$ cat src/rtl/seq_detector_fsm.sv
// Serial sequence detector: flags when the last PAT_W accepted bits equal a runtime-loadable
// pattern. Moore/Mealy timing and overlapping/non-overlapping detection chosen at elaboration.
module seq_detector_fsm #(
   parameter int unsigned      PAT_W     = 4,
   parameter logic [PAT_W-1:0] RESET_PAT = PAT_W'(4'b1011),
   parameter bit               MEALY     = 1'b0,
   parameter bit               OVERLAP   = 1'b1,
   parameter int unsigned      CNT_W     = 8
) (
   input  logic             clk,
   input  logic             Resetn,
   input  logic             en,
   input  logic             w,
   input  logic             load,
   input  logic [PAT_W-1:0] pattern_in,
   input  logic             clr_count,
   output logic             z,
   output logic [CNT_W-1:0] match_count,
   output logic             filled
);

   localparam int unsigned      FILL_W   = $clog2(PAT_W);
   localparam logic [FILL_W-1:0] FILL_MAX = FILL_W'(PAT_W - 1);
   localparam logic [CNT_W-1:0]  CNT_MAX  = '1;

   logic [PAT_W-2:0]  hist_q, hist_d;
   logic [FILL_W-1:0] fill_q, fill_d;
   logic [PAT_W-1:0]  pat_q, pat_d;
   logic [CNT_W-1:0]  cnt_q, cnt_d;
   logic              z_q, z_d;
   logic [PAT_W-1:0]  window;
   logic              hit;

   assign window = {hist_q, w};

   always_comb begin
      hist_d = hist_q;
      fill_d = fill_q;
      pat_d  = pat_q;
      cnt_d  = cnt_q;
      hit    = en & ~load & Resetn & (fill_q == FILL_MAX) & (window == pat_q);
      z_d    = hit;
      if (load) begin
         // Pattern change invalidates history; the bit presented this cycle is dropped.
         pat_d  = pattern_in;
         fill_d = '0;
      end else if (en) begin
         hist_d = window[PAT_W-2:0];
         if (hit && !OVERLAP) begin
            fill_d = '0;
         end else if (fill_q != FILL_MAX) begin
            fill_d = fill_q + 1'b1;
         end
      end
      if (clr_count) begin
         cnt_d = '0;
      end else if (hit && (cnt_q != CNT_MAX)) begin
         cnt_d = cnt_q + 1'b1;
      end
   end

   always_ff @(posedge clk) begin
      if (!Resetn) begin
         hist_q <= '0;
         fill_q <= '0;
         pat_q  <= RESET_PAT;
         cnt_q  <= '0;
         z_q    <= 1'b0;
      end else begin
         hist_q <= hist_d;
         fill_q <= fill_d;
         pat_q  <= pat_d;
         cnt_q  <= cnt_d;
         z_q    <= z_d;
      end
   end

   assign z           = MEALY ? hit : z_q;
   assign match_count = cnt_q;
   assign filled      = (fill_q == FILL_MAX);

endmodule

$ cat config.mk
export PLATFORM = sky130hd
export DESIGN_NAME = seq_detector_fsm
export DESIGN_NICKNAME = d
export VERILOG_FILES = /design/src/rtl/seq_detector_fsm.sv
export SDC_FILE = /design/constraint.sdc
export NUM_CORES = 1
export LEC_CHECK = 0
export ABC_CLOCK_PERIOD_IN_PS = 4300
export CORE_MARGIN = 5
export CORE_UTILIZATION = 35
export DETAILED_ROUTE_END_ITERATION = 8
export GPL_ROUTABILITY_DRIVEN = 0
export GPL_TIMING_DRIVEN = 0
export PLACE_DENSITY_LB_ADDON = 0.1
export SYNTH_ARGS = -nofsm -noshare
export SYNTH_HDL_FRONTEND = slang
export SYNTH_SLANG_ARGS = --single-unit
$ cat constraint.sdc
create_clock -name clk -period 4.3 [get_ports clk]
set_input_delay 0.86 -clock clk [delete_from_list [all_inputs] [get_ports clk]]
set_output_delay 0.86 -clock clk [all_outputs]
set_load 0.01 [all_outputs]
==> flow_metrics.env <==
export IMPL_htree_levels=1
export IMPL_cts_root_buf="clkbuf_4"
export IMPL_netlist_instances=85
export IMPL_p_clk_frac=0.341
export IMPL_die_y_um=59.1
export IMPL_final_cell_count_no_fill=135
export IMPL_drt_first_pass_iters=4
export IMPL_postRouteAntennaNets=0
export IMPL_hpwl_um=1180
export IMPL_worstSetupStartpoint="en"
export IMPL_antenna_found_initial=0
export IMPL_fp_coreArea_sq_um=2250
export IMPL_ir_drop_mv=0.143
export IMPL_antenna_cells=0
export IMPL_fmax_mhz=410
export IMPL_pin_count=20
export IMPL_layout_drive_gt1_share=0.0841
export IMPL_finalHoldViolCount=0
export IMPL_die_area_sq_um=3490
export IMPL_routed_wl_um=1480
export IMPL_cp_cell_sequence="clkdlybuf4s50_1 > nand2b_4 > or3_4 > nor4_4 > a21oi_1 > a31o_1"
export IMPL_cts_resized=0
export IMPL_skew_ns=0.00250
export IMPL_drc=0
export IMPL_synth_seq_cells=18
export IMPL_crit_path_top_delay_cell="clkdlybuf4s50_1"
export IMPL_clock_sinks=18
export IMPL_tightest_slew_ns=0.375
export IMPL_nNetsFinal=120
export IMPL_power_density_nw_per_um2=276
export IMPL_post_cts_setup_buffers=0
export IMPL_clock_latency_ns=0.29
export IMPL_grt_max_degree=11
export IMPL_power_frac_comb=0.088
export IMPL_path_max_fanout=5
export IMPL_cts_buffers=3
export IMPL_slowest_delay_ns=0.53
export IMPL_port_buffer_count=18
export IMPL_status="finished clean"
export IMPL_clk_pin_slew_ns=0.10
export IMPL_num_fill_cells=241
export IMPL_syn_area_sq_um=843
export IMPL_initial_core_util=0.374
export IMPL_period_share=0.567
export IMPL_fin_crit_ns=2.44
export IMPL_seq_area_frac_synth=0.427
export IMPL_wl_per_cell_um=11.0
export IMPL_yosysWarnings=0
export IMPL_grt_usage=0.0963
export IMPL_drt_vias_per_instance=4.81
export IMPL_finalSetupTns_ns=0
export IMPL_drv_cap=0
export IMPL_p_sw_w=0.0000643
export IMPL_p_sw_frac=0.213
export IMPL_setup_viol=0
export IMPL_maxSlewHeadroom=0.748
export IMPL_overflow=0
export IMPL_slew_violations=0
export IMPL_seqPwrFrac=0.571
export IMPL_hold_class="flip-flop to flip-flop"
export IMPL_seq_area_sq_um=360
export IMPL_die_x_um=59.1
export IMPL_r2r_start="fill_q[0]"
export IMPL_rsz0062_at_grt="no"
export IMPL_p_int_w=0.000238
export IMPL_multi_input_area_sq_um=460
export IMPL_crit_path_start_kind="primary input"
export IMPL_path_class="primary input to flip-flop"
export IMPL_worstSetupEndpointType="flip-flop"
export IMPL_hp_start="match_count[6]"
export IMPL_cts_tree="yes"
export IMPL_yosysUniqueCellTypes=26
export IMPL_first_global_vias=645
export IMPL_ctsHoldBuffers=0
export IMPL_synthToLayoutAreaGrowth_pct=29.8
export IMPL_dpl_cell_count=131
export IMPL_synth_fp_nets=97
export IMPL_clock_path_buffers=2
export IMPL_leakagePower_nw=0.405
export IMPL_core_rowCount=17
export IMPL_cp_arrival_ns=2.63
export IMPL_vias=649
export IMPL_grt_pass1_wl_um=2560
export IMPL_avgSynthCellArea_sq_um=9.92
export IMPL_drt_iter0_drc=5
export IMPL_cp_required_ns=4.49
==> logic make-up after synthesis <==
family | synth area share
DFF | 0.427
AOI/OAI and AO/OA | 0.0386
xor gates and xnor gates | 0.0935
adders and majority gates | 0.0297
muxes | 0.119
and+or+nand+nor | 0.266
buffers and inverters | 0.0267
==> sequential cells by signal, summed over array words and instances, names as in the netlist <==
register / flops
z: 1
hist_q: 3
fill_q: 2
match_count: 8
pat_q: 4
==> cells in the final DEF, fill, tap and decap left out <==
cell,count
ha_1,2
clkbuf_1,1
nor2_1,9
nor4_4,1
clkdlybuf4s50_1,18
nor2b_1,6
a31o_1,1
nand4_1,2
nand3_1,3
inv_1,2
nand2b_1,2
and3_1,1
nor4_1,1
xor2_1,1
a31o_2,1
a21oi_1,2
nand2_1,6
or3_4,1
xnor2_1,8
clkbuf_8,1
nand2b_4,1
nor4b_1,1
and4_1,2
dfxtp_1,18
nor3_1,1
mux2i_1,10
o21ai_0,1
buf_6,1
clkbuf_4,3
==> worst max-delay path, delay by kind of cell <==
| kind | cells | cell delay [ns] |
|---|---|---|
| buffers and inverters | 1 | 0.53 |
| AND/OR/NAND/NOR | 3 | 0.93 |
| AO/OA/AOI/OAI | 2 | 0.32 |
==> Yosys cell counts <==
| cell type | count | area (sq um) |
|---|---|---|
| a21oi_1 | 2 | 10.0 |
| a31o_1 | 1 | 8.76 |
| a31o_2 | 1 | 8.76 |
| and3_1 | 1 | 6.26 |
| and4_1 | 2 | 17.5 |
| buf_6 | 1 | 11.3 |
| clkbuf_1 | 1 | 3.75 |
| dfxtp_1 | 18 | 360 |
| ha_1 | 2 | 25.0 |
| inv_1 | 2 | 7.51 |
| mux2i_1 | 10 | 100 |
| nand2_1 | 6 | 22.5 |
| nand2b_1 | 2 | 12.5 |
| nand2b_4 | 1 | 13.8 |
| nand3_1 | 3 | 15.0 |
| nand4_1 | 2 | 12.5 |
| nor2_1 | 9 | 33.8 |
| nor2b_1 | 6 | 37.5 |
| nor3_1 | 1 | 5.00 |
| nor4_1 | 1 | 6.26 |
| nor4_4 | 1 | 21.3 |
| nor4b_1 | 1 | 8.76 |
| o21ai_0 | 1 | 5.00 |
| or3_4 | 1 | 11.3 |
| xnor2_1 | 8 | 70.1 |
| xor2_1 | 1 | 8.76 |
==> final cells by class <==
type                            instances  share of cell area
Buffer                                  2              0.0137
Sequential cell                        18               0.329
Clock buffer                            4              0.0331
Multi-Input combinational cell         63               0.421
Inverter                                2             0.00686
Tap cell                               28              0.0320
Timing Repair Buffer                   18               0.165
==> metal layers <==
layer	wire length, um	vias up	track usage	share of wire
met3	85	2	0.0283	0.057
met4	14	0	0.0583	0.0095
met1	637	299	0.0964	0.43
met2	741	14	0.174	0.50
met5	0	-	0	0
li1	-	334	-	-
==> per-stage QoR <==
stage / hold slack [ns] / total power (W) / area (sq um) / utilization / worst slack, ns
floorplan: 0.462 / 0.000193 / 843 / - / 2.01
global placement: 0.477 / 0.000203 / 1060 / 0.469 / 1.57
detailed placement: 0.483 / 0.000204 / 1060 / 0.469 / 1.54
CTS: 0.506 / 0.000309 / 1090 / 0.486 / 1.86
global route: 0.532 / 0.000321 / 1090 / 0.486 / 1.82
finish: 0.502 / 0.000302 / 1090 / 0.486 / 1.86
==> path summary, 6_finish.rpt <==
kind                            cells past startpoint        endpoint  slack (ns)
worst max-delay path                                6  match_count[7]        1.86
worst min-delay path                                2  match_count[6]        0.50
worst min register to register                      2  match_count[6]        0.50
worst max register to register                      6  match_count[7]        2.46
==> power groups by stage <==
stage | clock network (W) | registers, W | logic (W)
global route | 0.000118 | 0.000173 | 0.0000292
floorplan | 0 | 0.000176 | 0.0000166
global placement | 0 | 0.000177 | 0.0000266
detailed placement | 0 | 0.000177 | 0.0000271
finish | 0.000103 | 0.000173 | 0.0000267
CTS | 0.000109 | 0.000173 | 0.0000272
No activity file was read; power rests on OpenSTA's default activity.
